--- config.mk ---
export PLATFORM = sky130hd
export DESIGN_NAME = ir_fetch
export DESIGN_NICKNAME = d
export VERILOG_FILES = /design/src/rtl/cpu_pkg.sv /design/src/rtl/ir_timeout_cnt.sv /design/src/rtl/ir_fetch.sv
export SDC_FILE = /design/constraint.sdc
export NUM_CORES = 1
export LEC_CHECK = 0
export ABC_AREA = 0
export CELL_PAD_IN_SITES_DETAIL_PLACEMENT = 0
export CELL_PAD_IN_SITES_GLOBAL_PLACEMENT = 1
export CORE_ASPECT_RATIO = 1.1
export CORE_MARGIN = 1.5
export CORE_UTILIZATION = 27
export DETAILED_ROUTE_END_ITERATION = 7
export GPL_TIMING_DRIVEN = 0
export HOLD_SLACK_MARGIN = 0.12
export PLACE_DENSITY = 0.82
export SLEW_MARGIN = 20
export SYNTH_ARGS = -nofsm -noshare
export SYNTH_HDL_FRONTEND = slang
export SYNTH_SLANG_ARGS = --single-unit
--- constraint.sdc ---
create_clock -name clk -period 1.7 [get_ports clk]
set_clock_uncertainty 0.05 [all_clocks]
set_input_delay 0.34 -clock clk [delete_from_list [all_inputs] [get_ports clk]]
set_output_delay 0.34 -clock clk [all_outputs]
set_load 0.1 [all_outputs]
--- src/rtl/cpu_pkg.sv ---
// rtl/cpu_pkg.sv - shared FSM encoding and defaults for the instruction fetch path
//
// Purpose: state encoding of the IR fetch FSM, default bus width and memory
// timeout, and a helper that sizes the timeout counter.
// Ports: none (package).
package cpu_pkg;

  localparam int DATA_W_DEF  = 32;
  localparam int TIMEOUT_DEF = 16;

  typedef enum logic [1:0] {
    ST_IDLE = 2'b00,
    ST_REQ  = 2'b01,
    ST_WAIT = 2'b10
  } fetch_state_e;

  // clog2 collapses to 0 for TIMEOUT=1; keep at least one bit.
  function automatic int cnt_width(input int timeout);
    return (timeout > 1) ? $clog2(timeout) : 1;
  endfunction

endpackage

--- src/rtl/ir_timeout_cnt.sv ---
// rtl/ir_timeout_cnt.sv - saturating wait counter that flags a memory timeout
//
// Purpose: counts cycles spent waiting on a busy memory; saturates at
// TIMEOUT-1 and reports expiry there.
// Ports:
//   clk        clock
//   rst_n      synchronous active-low reset, clears the count
//   clr_i      clear count to 0 (has priority over en_i)
//   en_i       advance count by one
//   expired_o  count has reached TIMEOUT-1
module ir_timeout_cnt
  import cpu_pkg::*;
#(
  parameter int TIMEOUT = TIMEOUT_DEF
) (
  input  logic clk,
  input  logic rst_n,
  input  logic clr_i,
  input  logic en_i,
  output logic expired_o
);

  localparam int CNT_W = cnt_width(TIMEOUT);
  localparam logic [CNT_W-1:0] LAST = CNT_W'(TIMEOUT - 1);

  logic [CNT_W-1:0] cnt_q;
  logic [CNT_W-1:0] cnt_d;

  always_comb begin
    cnt_d = cnt_q;
    if (clr_i) begin
      cnt_d = '0;
    end else if (en_i && !expired_o) begin
      // Hold at LAST so the count never wraps.
      cnt_d = cnt_q + CNT_W'(1);
    end
  end

  always_ff @(posedge clk) begin
    if (!rst_n) begin
      cnt_q <= '0;
    end else begin
      cnt_q <= cnt_d;
    end
  end

  assign expired_o = (cnt_q == LAST);

endmodule

--- src/rtl/ir_fetch.sv ---
// rtl/ir_fetch.sv - instruction register with memory fetch FSM and timeout
//
// Purpose: holds the current instruction. Loads it either directly from Bus
// (ldIR) or by a memory fetch (Fetch) that waits out MemBusy, giving up with a
// sticky Fault after TIMEOUT busy wait cycles.
// Ports:
//   clk      clock
//   rst_n    synchronous active-low reset
//   Bus      shared datapath bus
//   Fetch    request a memory fetch into IR (wins over ldIR)
//   ldIR     load IR directly from Bus
//   MemBusy  memory not ready
//   MemRd    memory read strobe (REQ and WAIT)
//   Data     held instruction
//   Opcode   Data[31:26]
//   Done     one-cycle pulse after IR updates from a fetch
//   Fault    sticky memory timeout flag
//   Busy     FSM not idle
module ir_fetch
  import cpu_pkg::*;
#(
  parameter int DATA_W  = DATA_W_DEF,
  parameter int TIMEOUT = TIMEOUT_DEF
) (
  input  logic              clk,
  input  logic              rst_n,
  input  logic [DATA_W-1:0] Bus,
  input  logic              Fetch,
  input  logic              ldIR,
  input  logic              MemBusy,
  output logic              MemRd,
  output logic [DATA_W-1:0] Data,
  output logic [5:0]        Opcode,
  output logic              Done,
  output logic              Fault,
  output logic              Busy
);

  fetch_state_e state_q, state_d;
  logic [DATA_W-1:0] data_q, data_d;
  logic done_q, done_d;
  logic fault_q, fault_d;
  logic cnt_clr, cnt_en, cnt_expired;

  ir_timeout_cnt #(
    .TIMEOUT (TIMEOUT)
  ) u_timeout_cnt (
    .clk       (clk),
    .rst_n     (rst_n),
    .clr_i     (cnt_clr),
    .en_i      (cnt_en),
    .expired_o (cnt_expired)
  );

  always_comb begin
    state_d = state_q;
    data_d  = data_q;
    done_d  = 1'b0;
    fault_d = fault_q;
    cnt_clr = 1'b0;
    cnt_en  = 1'b0;
    unique case (state_q)
      ST_IDLE: begin
        if (Fetch) begin
          state_d = ST_REQ;
        end else if (ldIR) begin
          data_d = Bus;
        end
      end
      ST_REQ: begin
        cnt_clr = 1'b1;
        state_d = ST_WAIT;
      end
      ST_WAIT: begin
        if (!MemBusy) begin
          data_d  = Bus;
          done_d  = 1'b1;
          state_d = ST_IDLE;
        end else if (cnt_expired) begin
          // Give up: Data keeps its old value and no Done is raised.
          fault_d = 1'b1;
          state_d = ST_IDLE;
        end else begin
          cnt_en = 1'b1;
        end
      end
      default: begin
        state_d = ST_IDLE;
      end
    endcase
  end

  always_ff @(posedge clk) begin
    if (!rst_n) begin
      state_q <= ST_IDLE;
      data_q  <= '0;
      done_q  <= 1'b0;
      fault_q <= 1'b0;
    end else begin
      state_q <= state_d;
      data_q  <= data_d;
      done_q  <= done_d;
      fault_q <= fault_d;
    end
  end

  assign MemRd  = (state_q == ST_REQ) || (state_q == ST_WAIT);
  assign Busy   = (state_q == ST_REQ) || (state_q == ST_WAIT);
  assign Data   = data_q;
  assign Opcode = data_q[31:26];
  assign Done   = done_q;
  assign Fault  = fault_q;

endmodule

==> flow_summary.rst, run 1 <==
.. list-table::
   :header-rows: 1

   * - Metric
     - Value
   * - Ranking of synthesized cells by area
     - sky130_fd_sc_hd__dfxtp_1, sky130_fd_sc_hd__mux2i_1, sky130_fd_sc_hd__nand2_1
   * - Kind of capture point of the worst setup path
     - output port
   * - Endpoints failing hold
     - 0
   * - Number of design rule violations left after detail routing
     - 0
   * - Vias per std cell
     - 4.365
   * - Proportion of netlist area held by the largest area contributor
     - 45.07%
   * - Sum of negative setup slack
     - 0 ns
   * - Setup Viol. Count Final
     - 0
   * - Worst setup path endpoint
     - MemRd
   * - CTS H-tree lvls
     - 2
   * - Mapped Area
     - 0.001777 sq mm
   * - Run status
     - complete, no violations
   * - Cell breakdown of the critical path
     - inv_4 -> ha_4 -> buf_6 -> buf_12
   * - R2R Setup Slk
     - 0.06 ns
   * - Highest attainable clock frequency
     - 606.3 MHz
   * - Biggest cell delay along the critical path
     - 0.39 ns
   * - TritonCTS Buffers
     - 5
   * - Crit path max fanout
     - 4
   * - Design internal power
     - 1.976 mW
   * - Net switching power of the design
     - 1.536 mW
   * - Count of cells along the worst register-to-register path
     - 7
   * - Hpwl dp
     - 3187 microns
   * - Via count
     - 1589
   * - Area added between synthesis and finish
     - 62.89%
   * - # rows
     - 30
   * - Slowest library cell on the worst path
     - sky130_fd_sc_hd__dfxtp_4
   * - Power density normalized to cell area
     - 1214 mW/mm^2
   * - Count of state elements after synthesis
     - 40
   * - Maximum number of pins on one net before global-route repair
     - 13
   * - Wirelength, routed
     - 4525 microns
   * - Type of the worst min-delay path
     - input port to flip-flop
   * - Core Region
     - 0.006269 sq mm
   * - I/O Buffers
     - 77
   * - DRC violation total after the first TritonRoute iteration
     - 34
   * - Leakage component of the power
     - 1.159 nW
   * - Syn_nets
     - 237
   * - Sinks on the clock net
     - 40
   * - Final cell utilization of the core
     - 46.17%
   * - Overall overflow remaining after global route
     - 0
   * - Die extent in x
     - 80.35 microns
   * - Final antenna-violating net count
     - 0
   * - Filler cell count in the final layout
     - 633
   * - Clock Pin Slew Worst Setup and Hold Paths
     - 0.08 ns
   * - CTS tree
     - done
   * - Total number of yosys warnings
     - 0
   * - # IOs
     - 79
   * - Worst hold slack after final layout
     - 0.3852 ns
   * - Via count of the first global-routing pass
     - 1578
   * - Clock latency on the worst-skew pair
     - 0.29 ns
   * - Mean cell area of the mapped netlist
     - 9.111 sq um
   * - Clock network fraction of total power
     - 21.8%
   * - Critical register-to-register path endpoint
     - Data[16]
   * - Share of synthesized area occupied by flip-flops and latches
     - 45.07%
   * - Number of search-and-repair iterations in the first detailed-routing pass
     - 4
   * - Period utilisation layout
     - 97.02%
   * - Minimum period implied by the final worst setup slack
     - 1.649 ns
   * - Fraction of layout instances using a drive strength above 1
     - 26.41%
   * - Actual slew at the worst max-slew pin
     - 0.5563 ns
   * - Number of instances in the synthesized netlist
     - 195
   * - Crit Reg-Reg Startpoint
     - state_q[0]
   * - Number of hold-repair buffers added at the cts stage
     - 0
   * - Kind of start point of the critical path
     - flip-flop
   * - Combinational power share
     - 47.0%
   * - Number of antenna diodes
     - 0
   * - Startpoint of the worst setup timing path
     - state_q[1]
   * - CP arrival
     - 1.26 ns
   * - Worst vdd rail ir drop
     - 503.7 uV
   * - Clock tree root driver cell
     - sky130_fd_sc_hd__clkbuf_8
   * - Initial cell density of the core
     - 28.34%
   * - Max Cap Viol
     - 0
   * - Nets@finish
     - 325
   * - Initial antenna violation count
     - 0
   * - Relative slew slack
     - 63.09%
   * - Library cell occupying the most area in the post-synthesis netlist
     - sky130_fd_sc_hd__dfxtp_1
   * - Switching Fraction
     - 43.74%
   * - Wire length per cell
     - 12.43 microns
   * - Final weighted congestion in routability-driven placement
     - 0.7170
   * - Max-slew violation total from the final report
     - 0
   * - CP Class
     - flip-flop to output port
   * - Sequential group share of total power
     - 31.2%
   * - Req. time, crit path
     - 1.31 ns
   * - Post-synth cell types
     - 27
   * - Die footprint
     - 0.007077 sq mm
   * - Clock Path Buffers
     - 2
   * - First-pass GRT wire length
     - 7245 microns
   * - Global-route usage over all layers
     - 13.29%
   * - Chip Height
     - 88.08 microns
how the worst min path moves through the flow:
stage	startpoint	cells past startpoint	slack, ns	endpoint
final	rst_n	3	0.39	Fault
after global routing	Data[8]	2	0.43	Data[8]
after CTS	rst_n	3	0.40	Fault
after detailed placement	Data[24]	2	0.40	Data[24]
after global placement	Data[14]	2	0.39	Data[14]
after floorplan	MemBusy	1	0.36	Done
synth_stat cells:
library cell and count:
sky130_fd_sc_hd__or3_1 1, sky130_fd_sc_hd__inv_1 3, sky130_fd_sc_hd__nand4_1 1, sky130_fd_sc_hd__nand2b_1 3, sky130_fd_sc_hd__and4b_1 1, sky130_fd_sc_hd__a211oi_4 1, sky130_fd_sc_hd__o21ai_0 3, sky130_fd_sc_hd__buf_2 1
sky130_fd_sc_hd__buf_4 7, sky130_fd_sc_hd__a21oi_1 5, sky130_fd_sc_hd__clkbuf_1 6, sky130_fd_sc_hd__buf_8 3, sky130_fd_sc_hd__nand3_1 3, sky130_fd_sc_hd__dfxtp_1 40, sky130_fd_sc_hd__nor2_1 3, sky130_fd_sc_hd__and2_4 1
sky130_fd_sc_hd__nand2_1 66, sky130_fd_sc_hd__nor3_1 2, sky130_fd_sc_hd__o311ai_1 1, sky130_fd_sc_hd__and3_1 1, sky130_fd_sc_hd__o2111ai_1 1, sky130_fd_sc_hd__a211oi_1 2, sky130_fd_sc_hd__ha_1 5, sky130_fd_sc_hd__mux2i_1 32
sky130_fd_sc_hd__buf_6 1, sky130_fd_sc_hd__buf_1 1, sky130_fd_sc_hd__a41oi_1 1
final cells by class:
type                       instances  area, sq um  area share (%)
tap                               80        100.1           3.459
clock buffer                       6        72.57           2.508
buffer                            18        147.6           5.102
clock inverter                     2        35.03           1.211
inverter                           3        16.27          0.5620
multi-input combinational        133        857.1           29.62
sequential                        40        805.8           27.84
timing repair buffer              82        859.6           29.70
per-layer routing:
metal	global-route usage, %	share of wire (%)	up-vias
met5	0	0	-
met4	4.232	1.0	0
met3	4.271	6.9	4
met2	23.99	48	57
met1	14.73	44	716
li1	-	-	812
per-stage QoR:
stage | cells | worst slack (ns) | total power, mW | instance area, sq um
after floorplan | 195 | -0.06313 | 2.339 | 1803
after global routing | 364 | -0.01358 | 3.652 | 2894
after detailed placement | 352 | -0.7019 | 2.710 | 2674
after global placement | 352 | -0.6799 | 2.700 | 2674
final | 364 | 0.05071 | 3.512 | 2894
after CTS | 363 | 0.001650 | 3.498 | 2868
critical path, delay by kind of cell (launching register included):
family / cells / cell delay, ns
fa+ha+maj: 1 / 0.28
flops: 1 / 0.39
buf+inv: 3 / 0.31
power groups by stage:
stage	clock, mW	combinational, mW	sequential, mW
final	0.767	1.65	1.10
after global routing	0.828	1.71	1.11
after floorplan	0	0.556	1.78
after CTS	0.789	1.61	1.10
after detailed placement	0	1.59	1.12
after global placement	0	1.59	1.11
sequential cells by signal (all words and copies together), names as in the netlist:
name	flops
Fault	1
u_timeout_cnt.cnt_q	4
state_q	2
Data	32
Done	1
cell usage in the layout, fill, tap and decap left out, drive strengths merged, types with 2 or more instances in the layout:
master,n
dfxtp,40
ha,5
nand2,66
nor3,2
buf,24
clkbuf,13
clkdlybuf4s50,35
mux2i,32
o21ai,3
a211oi,3
nand3,3
nor2,3
a21oi,5
inv,3
clkdlybuf4s15,34
nand2b,3
cell families (layout without fill, tap and decap cells):
| family | Yosys count | in the layout | share of synthesized area (%) |
|---|---|---|---|
| simple gates | 82 | 82 | 19.16 |
| flops | 40 | 40 | 45.07 |
| mux | 32 | 32 | 18.03 |
| buf+inv | 22 | 111 | 8.520 |
| compound gates | 14 | 14 | 5.704 |
| fa+ha+maj | 5 | 5 | 3.521 |
repair_timing:
| item | 4_1_cts | 5_1_grt |
|---|---|---|
| gates cloned | 0 | 1 |
| pin swaps | 1 | 0 |
| setup endpoints to repair | 72 | 36 |
| resized for setup | 144 | 17 |
| buffers inserted | 3 | 1 |
Power figures use the tool's default switching activity.
==> run 2: changes to the inputs <==
--- a/config.mk
+++ b/config.mk
@@ -6,11 +6,13 @@
 export NUM_CORES = 1
 export LEC_CHECK = 0
 export ABC_AREA = 0
+export CAP_MARGIN = 5
 export CELL_PAD_IN_SITES_DETAIL_PLACEMENT = 0
 export CELL_PAD_IN_SITES_GLOBAL_PLACEMENT = 1
 export CORE_ASPECT_RATIO = 1.1
 export CORE_MARGIN = 1.5
 export CORE_UTILIZATION = 27
+export CTS_CLUSTER_SIZE = 24
 export DETAILED_ROUTE_END_ITERATION = 7
 export GPL_TIMING_DRIVEN = 0
 export HOLD_SLACK_MARGIN = 0.12
==> results of run 2 <==
No change in the layout: final DEF, timing and power equal those of run 1.
